### src/rtl/word_serializer.sv
// Transmit serializer: queues 32-bit words in a small FIFO and emits each as a
// 5-cycle frame (strobe + lead byte, then data bytes MSB first).
//
// state | meaning
// IDLE  | no frame in progress, waiting for a queued word
// LEAD  | strobe cycle, Cout=1, Dout=LEAD_BYTE
// B3    | Dout = word[31:24]
// B2    | Dout = word[23:16]
// B1    | Dout = word[15:8]
// B0    | Dout = word[7:0], next frame starts here if FIFO non-empty
module word_serializer #(
  parameter int          DEPTH     = 4,
  parameter logic [7:0]  LEAD_BYTE = 8'h00
) (
  input  logic                         clk,
  input  logic                         rst_n,
  input  logic                         in_valid,
  input  logic [31:0]                  in_data,
  output logic                         in_ready,
  output logic                         Cout,
  output logic [7:0]                   Dout,
  output logic                         busy,
  output logic [$clog2(DEPTH+1)-1:0]   fifo_level
);

  localparam int AW = $clog2(DEPTH);
  localparam int LW = $clog2(DEPTH+1);

  typedef enum logic [2:0] {IDLE, LEAD, B3, B2, B1, B0} state_t;

  state_t          state_q, state_d;
  logic [31:0]     mem [DEPTH];
  logic [AW-1:0]   wr_ptr, rd_ptr;
  logic [31:0]     word_q;
  logic            push, pop, fifo_nonempty;
  logic            cout_d;
  logic [7:0]      dout_d;

  assign in_ready      = (fifo_level != LW'(DEPTH));
  assign push          = in_valid && in_ready;
  assign fifo_nonempty = (fifo_level != '0);

  always_comb begin
    state_d = state_q;
    pop     = 1'b0;
    cout_d  = 1'b0;
    dout_d  = 8'h00;
    case (state_q)
      IDLE: if (fifo_nonempty) begin
        state_d = LEAD;
        pop     = 1'b1;
      end
      LEAD: state_d = B3;
      B3:   state_d = B2;
      B2:   state_d = B1;
      B1:   state_d = B0;
      B0: begin
        if (fifo_nonempty) begin
          state_d = LEAD;
          pop     = 1'b1;
        end else begin
          state_d = IDLE;
        end
      end
      default: state_d = IDLE;
    endcase
    // Output bytes are chosen by the state being entered so Dout is registered.
    case (state_d)
      LEAD: begin
        cout_d = 1'b1;
        dout_d = LEAD_BYTE;
      end
      B3:      dout_d = word_q[31:24];
      B2:      dout_d = word_q[23:16];
      B1:      dout_d = word_q[15:8];
      B0:      dout_d = word_q[7:0];
      default: dout_d = 8'h00;
    endcase
  end

  always_ff @(posedge clk or negedge rst_n) begin
    if (!rst_n) begin
      state_q    <= IDLE;
      Cout       <= 1'b0;
      Dout       <= 8'h00;
      busy       <= 1'b0;
      word_q     <= '0;
      wr_ptr     <= '0;
      rd_ptr     <= '0;
      fifo_level <= '0;
    end else begin
      state_q <= state_d;
      Cout    <= cout_d;
      Dout    <= dout_d;
      busy    <= (state_d != IDLE);
      if (pop) begin
        word_q <= mem[rd_ptr];
        rd_ptr <= rd_ptr + AW'(1);
      end
      if (push) wr_ptr <= wr_ptr + AW'(1);
      case ({push, pop})
        2'b10:   fifo_level <= fifo_level + LW'(1);
        2'b01:   fifo_level <= fifo_level - LW'(1);
        default: fifo_level <= fifo_level;
      endcase
    end
  end

  always_ff @(posedge clk) begin
    if (push) mem[wr_ptr] <= in_data;
  end

endmodule
### config.mk
export PLATFORM = sky130hd
export DESIGN_NAME = word_serializer
export DESIGN_NICKNAME = d
export VERILOG_FILES = /design/src/rtl/word_serializer.sv
export SDC_FILE = /design/constraint.sdc
export NUM_CORES = 1
export LEC_CHECK = 0
export ABC_AREA = 0
export CORE_AREA = 5 5 123 113
export DETAILED_ROUTE_END_ITERATION = 10
export DIE_AREA = 0 0 128 118
export MAX_ROUTING_LAYER = met4
export PLACE_DENSITY = 0.79
export SETUP_SLACK_MARGIN = 0.05
export SYNTH_ARGS = -nofsm -noshare
export SYNTH_HDL_FRONTEND = slang
export SYNTH_SLANG_ARGS = --single-unit
### constraint.sdc
create_clock -name clk -period 2.7 [get_ports clk]
set_input_delay 0.54 -clock clk [delete_from_list [all_inputs] [get_ports clk]]
set_output_delay 0.54 -clock clk [all_outputs]
set_load 0.005 [all_outputs]
==> metrics.md, run 1 <==
| Metric | Value |
|---|---|
| Max Cap Violations | `0` |
| Flop-to-flop setup slack | `490 ps` |
| Vias/cell | `5.58` |
| Clk buf depth | `2` |
| Final GP Congestion | `0.802` |
| CP max FO | `6` |
| Layout Skew | `9.82 ps` |
| Yosys warns | `0` |
| Initial core utilization | `0.564` |
| Crit path required time | `2160 ps` |
| Antenna viol nets, final | `0` |
| Number of global-route vias before repair | `3476` |
| First-pass GRT wire length | `19200 um` |
| ANT cells | `0` |
| Layout area overhead | `17.3%` |
| H-tree depth | `4` |
| Antenna violations before repair | `0` |
| Worst Setup Path Type | `reg -> out` |
| CP cell instances | `or3b_1 -> clkdlybuf4s50_1` |
| Critical Path End Type | `primary output` |
| Post-synth EDFFs | `128` |
| Vias post-DR | `3195` |
| Most frequent cell after synthesis | `edfxtp_1` |
| DIE WIDTH | `128 um` |
| Combinational fraction of design power | `0.328` |
| Tot Pwr | `9.74 mW` |
| Nets | `437` |
| Fill cells | `857` |
| RSZ-0062 raised after global routing | `no` |
| Crit path time final | `2310 ps` |
| Synthesized net count | `374` |
| Clk root buf | `clkbuf_16` |
| Met2 Wirelength | `6160 um` |
| Top-area cell type share of the netlist area | `0.546` |
| Largest net degree at the start of global routing | `34` |
| First-pass DRT Iterations | `5` |
| Hold Crit Class | `in -> async` |
| LEAKAGE | `2.99 nW` |
| Max Clk Rate | `433 MHz` |
| Clock power frac | `0.231` |
| Startpoint Class | `register` |
| Die area | `15100 um^2` |
| CORE AREA | `12500 um^2` |
| Layout cells sized above 1 | `0.281` |
| Commonest cells post-synth | `edfxtp_1, dfrtp_1, mux2_4, mux4_2, mux2_2` |
| Final period util | `0.856` |
| Final core utilization | `0.661` |
| CTS tree | `built` |
| Synth area leader | `edfxtp_1` |
| Die H | `118 um` |
| Clk_lat worst skew | `420 ps` |
| Post-synthesis sequential area ratio | `0.730` |
| Fin. Hold Viols | `0` |
| Synth Instances | `333` |
| Status | `complete, no violations` |
| Mapped cell area | `7050 um^2` |
| Crit path largest cell delay | `470 ps` |
| Area contributors post-synth | `edfxtp_1, dfrtp_1, mux4_2` |
| Top Metal Used | `met4` |
| Site row count | `39` |
| Grt ovf | `0` |
| Number of synthesized register bits | `180` |
| Post CTS Setup Buffer Count | `0` |
| Total Wirelength | `12000 um` |
| Hold-fix buffers, CTS | `0` |
| GRT Total Usage | `0.175` |
| Synth cell types | `35` |
| Sequential Power Share | `0.442` |
| Post-CTS sizing | `0` |
| Slowest-stage cell, CP | `clkdlybuf4s50_1` |
| Peak supply drop | `0.000573 V` |
| Internal power | `6.93 mW` |
| DRC errors left | `0` |
| Post-DR wirelength/cell | `21.0 um` |
| Setup violations, final | `0` |
| Worst reg2reg startpoint | `fifo_level[0]$_DFFE_PN0P_` |
| Avg Inst Size Synth | `21.2 um^2` |
| Sw Share | `0.289` |
| Cell Area, Placed | `7720 um^2` |
| HPWL after DPL | `7410 um` |
| Async SR Flop Fraction | `0.289` |
| R2R cell count | `9` |
| Synth Flop Type | `edfxtp_1` |
| Switching power | `2.82 mW` |
| Relative slew slack | `0.602` |
| Design area | `8260 um^2` |
| Pins Over Slew Limit | `0` |
| R2r endpoint | `fifo_level[2]$_DFFE_PN0P_` |
| Metal1 wirelength | `5350 um` |
| Setup TNS | `0 ps` |
| Critical Path AT | `1770 ps` |
| DR WL met3 | `386 um` |
| Initial DRC Count | `308` |
| Pwr dens | `1180 nW/um^2` |
| Port bufs | `48` |
| Clk sinks | `180` |
| CTS clk-pin slew, worst paths | `70 ps` |
| Least-Margin Pin Slew | `597 ps` |
| CTS Buf Count | `17` |
| Ports | `49` |
==> layer usage <==
layer  global-route usage  vias to the layer above
met3               0.0363                       11
met2                0.275                       58
met4               0.0603                        0
li1                     -                     1449
met1                0.231                     1677
met5                    -                        -
==> flip-flops by register name (all words and copies together), names as in the netlist <==
name	flops
fifo_level	3
state_q	3
rd_ptr	2
mem	128
Dout	8
word_q	32
wr_ptr	2
busy	1
Cout	1
==> final cells by class <==
cell class	instances	area (um^2)	area share
inverter	6	22.5	0.00273
multi-input combinational	132	1760	0.213
sequential	180	5150	0.623
tap	164	205	0.0248
clock buffer	20	437	0.0529
clock inverter	12	108	0.0130
timing repair buffer	59	583	0.0706
==> critical path: cells and delay by family, from the launching register on <==
kind / cells / cell delay, ps
buffers and inverters: 1 / 470
flip-flops: 1 / 440
AND/OR/NAND/NOR: 1 / 440
==> cells in the final DEF, fill, tap and decap left out, types with 2 or more instances in the layout <==
cell type and n:
inv_1 6, a22oi_1 8, clkinvlp_4 4, buf_12 2, buf_4 9, o21ai_0 8
mux4_2 28, o21bai_1 2, mux4_1 4, clkbuf_16 17, nand2_1 9, inv_6 2
clkinv_4 2, ha_1 5, mux2_2 12, clkdlybuf4s50_1 47, mux2_4 29, xor2_1 4
edfxtp_1 128, clkinv_1 2, dfrtp_1 51, and3_1 4, xnor2_1 2, clkbuf_1 3
nor2b_1 2
==> per-stage QoR <==
step	hold WS [ps]	std cells	setup WS [ps]
finish	121	573	388
detailed placement	483	541	375
CTS	131	573	360
global placement	479	541	414
floorplan	244	333	525
global route	163	573	308
==> power groups by stage <==
stage | sequential, mW | combinational, mW | clock, mW
after floorplan | 4.10 | 2.58 | 0
after global placement | 4.31 | 3.13 | 0
final | 4.30 | 3.19 | 2.25
after detailed placement | 4.36 | 3.21 | 0
after global routing | 4.39 | 3.44 | 2.42
after CTS | 4.32 | 3.26 | 2.29
==> worst max path at each step <==
stage,from,endpoint,slack [ps],cells past startpoint
2_1_floorplan,state_q[2]$_DFF_PN0_,fifo_level[2]$_DFFE_PN0P_,520,9
3_3_place_gp,in_valid,fifo_level[2]$_DFFE_PN0P_,410,9
3_5_place_dp,in_valid,fifo_level[2]$_DFFE_PN0P_,370,9
4_1_cts,fifo_level[0]$_DFFE_PN0P_,in_ready,360,2
5_1_grt,state_q[0]$_DFF_PN0_,fifo_level[2]$_DFFE_PN0P_,310,8
6_report,fifo_level[0]$_DFFE_PN0P_,in_ready,390,2
==> cell families (layout without fill, tap and decap cells) <==
group                    count (synthesis)  count (layout)  share of synthesized area
buffers and inverters                   21              97                     0.0199
AO/OA/AOI/OAI                           20              20                     0.0190
multiplexers                            74              74                      0.187
flip-flops                             180             180                      0.730
adder cells (fa/ha/maj)                  6               6                     0.0117
XOR/XNOR                                 7               7                    0.00977
AND/OR/NAND/NOR                         25              25                     0.0226
Power figures use the tool's default switching activity.
==> run 2: changes to the inputs <==
==> constraint.sdc (replaced) <==
create_clock -name clk -period 2.7 [get_ports clk]
set_input_delay 0.27 -clock clk [delete_from_list [all_inputs] [get_ports clk]]
set_output_delay 0.27 -clock clk [all_outputs]
set_load 0.005 [all_outputs]
==> metrics.md, run 2 (same netlist as run 1, synthesis figures left out) <==
| Metric | Value |
|---|---|
| Status | `complete, no violations (unchanged)` |
| First-pass DRT Iterations | `4 (was 5)` |
| Antenna viol nets, final | `0 (unchanged)` |
| Setup TNS | `0 ps (unchanged)` |
| Largest net degree at the start of global routing | `34 (unchanged)` |
| Hold Crit Class | `in -> async (unchanged)` |
| Most flops, register | `mem (unchanged)` |
| Flop-to-flop setup slack | `430 ps (was 490 ps)` |
| Hold-fix buffers, CTS | `1 (was 0)` |
| Clk buf depth | `2 (unchanged)` |
| Placed insts | `542 (was 541)` |
| Hold slack | `437 ps (was 121 ps)` |
| Crit path required time | `3040 ps (was 2160 ps)` |
| Layout cells sized above 1 | `0.277 (was 0.281)` |
| Max reg flops | `128 (unchanged)` |
| Initial core utilization | `0.564 (unchanged)` |
| Critical Path AT | `2610 ps (was 1770 ps)` |
| LEAKAGE | `3.04 nW (was 2.99 nW)` |
| Largest registers | `mem x128, word_q x32, Dout x8 (unchanged)` |
| DIE WIDTH | `128 um (unchanged)` |
| H-tree depth | `4 (unchanged)` |
| Met2 Wirelength | `6000 um (was 6160 um)` |
| Vias/cell | `5.63 (was 5.58)` |
| Pwr dens | `1210 nW/um^2 (was 1180 nW/um^2)` |
| ANT cells | `0 (unchanged)` |
| Peak supply drop | `0.000627 V (was 0.000573 V)` |
| Clk sinks | `180 (unchanged)` |
| Area of the multi-input gates | `1760 um^2 (unchanged)` |
| Metal1 wirelength | `5390 um (was 5350 um)` |
| Total Wirelength | `12200 um (was 12000 um)` |
| Register area | `5150 um^2 (unchanged)` |
| Slowest-stage cell, CP | `or3b_1 (was clkdlybuf4s50_1)` |
| Top Metal Used | `met4 (unchanged)` |
| Layout Skew | `4.38 ps (was 9.82 ps)` |
| CORE AREA | `12500 um^2 (unchanged)` |
| Relative slew slack | `0.525 (was 0.602)` |
| Fin. Hold Viols | `0 (unchanged)` |
| Initial DRC Count | `294 (was 308)` |
| First-pass GRT wire length | `19600 um (was 19200 um)` |
| Switching power | `2.80 mW (was 2.82 mW)` |
| CTS Buf Count | `17 (unchanged)` |
| Clock power frac | `0.257 (was 0.231)` |
| CP cell instances | `or3b_1 -> and2_4 -> inv_1 -> ha_1 -> inv_1 -> fa_1 -> xor2_1 -> nor2_1 -> xor2_1 (was or3b_1 -> clkdlybuf4s50_1)` |
| CP max FO | `6 (unchanged)` |
| DRC errors left | `0 (unchanged)` |
| RSZ-0062 raised after global routing | `no (unchanged)` |
| Crit path time final | `2270 ps (was 2310 ps)` |
| Setup violations, final | `0 (unchanged)` |
| Antenna violations before repair | `0 (unchanged)` |
| Max Clk Rate | `440 MHz (was 433 MHz)` |
| Commonest cells after routing, fill and taps aside | `edfxtp_1, dfrtp_1, clkdlybuf4s50_1, mux2_4, mux4_2 (unchanged)` |
| R2R cell count | `9 (unchanged)` |
| Die H | `118 um (unchanged)` |
| HPWL after DPL | `7490 um (was 7410 um)` |
| Post-CTS sizing | `0 (unchanged)` |
| Site row count | `39 (unchanged)` |
| Ports | `49 (unchanged)` |
| Startpoint Class | `register (unchanged)` |
| Least-Margin Pin Slew | `713 ps (was 597 ps)` |
| Final core utilization | `0.667 (was 0.661)` |
| Commonest non-fill, non-tap cell in the layout | `edfxtp_1 (unchanged)` |
| Crit path largest cell delay | `450 ps (was 470 ps)` |
| GRT Total Usage | `0.180 (was 0.175)` |
| Final GP Congestion | `0.815 (was 0.802)` |
| Die area | `15100 um^2 (unchanged)` |
| Nets | `439 (was 437)` |
| CTS tree | `built (unchanged)` |
| Vias post-DR | `3240 (was 3195)` |
| Worst Setup Path Type | `reg -> reg (was reg -> out)` |
| Internal power | `7.28 mW (was 6.93 mW)` |
| Layout area overhead | `18.3% (was 17.3%)` |
| Post CTS Setup Buffer Count | `0 (unchanged)` |
| Grt ovf | `0 (unchanged)` |
| Critical Path End Type | `register (was primary output)` |
| Max Cap Violations | `0 (unchanged)` |
| Number of global-route vias before repair | `3483 (was 3476)` |
| Pins Over Slew Limit | `0 (unchanged)` |
| CTS clk-pin slew, worst paths | `60 ps (was 70 ps)` |
| R2r endpoint | `fifo_level[2]$_DFFE_PN0P_ (unchanged)` |
| Post-DR wirelength/cell | `21.1 um (was 21.0 um)` |
| Sequential Power Share | `0.418 (was 0.442)` |
| Worst reg2reg startpoint | `fifo_level[0]$_DFFE_PN0P_ (unchanged)` |
| Port bufs | `48 (unchanged)` |
| Final period util | `0.842 (was 0.856)` |
| Sw Share | `0.278 (was 0.289)` |
| Clk root buf | `clkbuf_16 (unchanged)` |
| Fill cells | `824 (was 857)` |
| DR WL met3 | `551 um (was 386 um)` |
| Fin cells | `575 (was 573)` |
| Clk_lat worst skew | `420 ps (about the same)` |
| Combinational fraction of design power | `0.325 (was 0.328)` |
run 2: metal layers:
metal  vias to the layer above  track usage
met4                         0       0.0597
met5                         -            -
met2                        75        0.272
met3                        21       0.0508
met1                      1696        0.238
li1                       1448            -
run 2: power by group through the flow:
stage | sequential [mW] | combinational, mW | clock (mW)
finish | 4.21 | 3.27 | 2.59
global route | 4.28 | 3.52 | 2.76
CTS | 4.22 | 3.32 | 2.63
detailed placement | 4.26 | 3.29 | 0
global placement | 4.22 | 3.21 | 0
floorplan | 4.10 | 2.58 | 0
run 2: final cells by class:
| class | count | share of cell area |
|---|---|---|
| tap | 164 | 0.0246 |
| inverter | 6 | 0.00270 |
| multi-input combinational | 132 | 0.211 |
| clock inverter | 11 | 0.0219 |
| clock buffer | 21 | 0.0529 |
| timing repair buffer | 61 | 0.0691 |
| sequential | 180 | 0.618 |
run 2: worst max-delay path, delay by kind of cell, from the launching register on:
| kind | cells | cell delay (ps) |
|---|---|---|
| buf+inv | 2 | 110 |
| xor+xnor | 2 | 330 |
| simple gates | 3 | 770 |
| flops | 1 | 430 |
| fa+ha+maj | 2 | 540 |
run 2: per-stage QoR:
step	area [um^2]	total power, mW	setup WS (ps)
floorplan	7050	6.68	525
global placement	7700	7.43	543
detailed placement	7700	7.55	434
CTS	8330	10.2	415
global route	8330	10.6	250
finish	8330	10.1	426
run 2: how the worst max path moves through the flow:
stage / from / end / cells after the start
2_1_floorplan: state_q[2]$_DFF_PN0_ / fifo_level[2]$_DFFE_PN0P_ / 9
3_3_place_gp: fifo_level[0]$_DFFE_PN0P_ / fifo_level[2]$_DFFE_PN0P_ / 9
3_5_place_dp: fifo_level[0]$_DFFE_PN0P_ / fifo_level[2]$_DFFE_PN0P_ / 9
4_1_cts: fifo_level[0]$_DFFE_PN0P_ / fifo_level[2]$_DFFE_PN0P_ / 9
5_1_grt: fifo_level[0]$_DFFE_PN0P_ / fifo_level[2]$_DFFE_PN0P_ / 9
6_report: fifo_level[0]$_DFFE_PN0P_ / fifo_level[2]$_DFFE_PN0P_ / 9
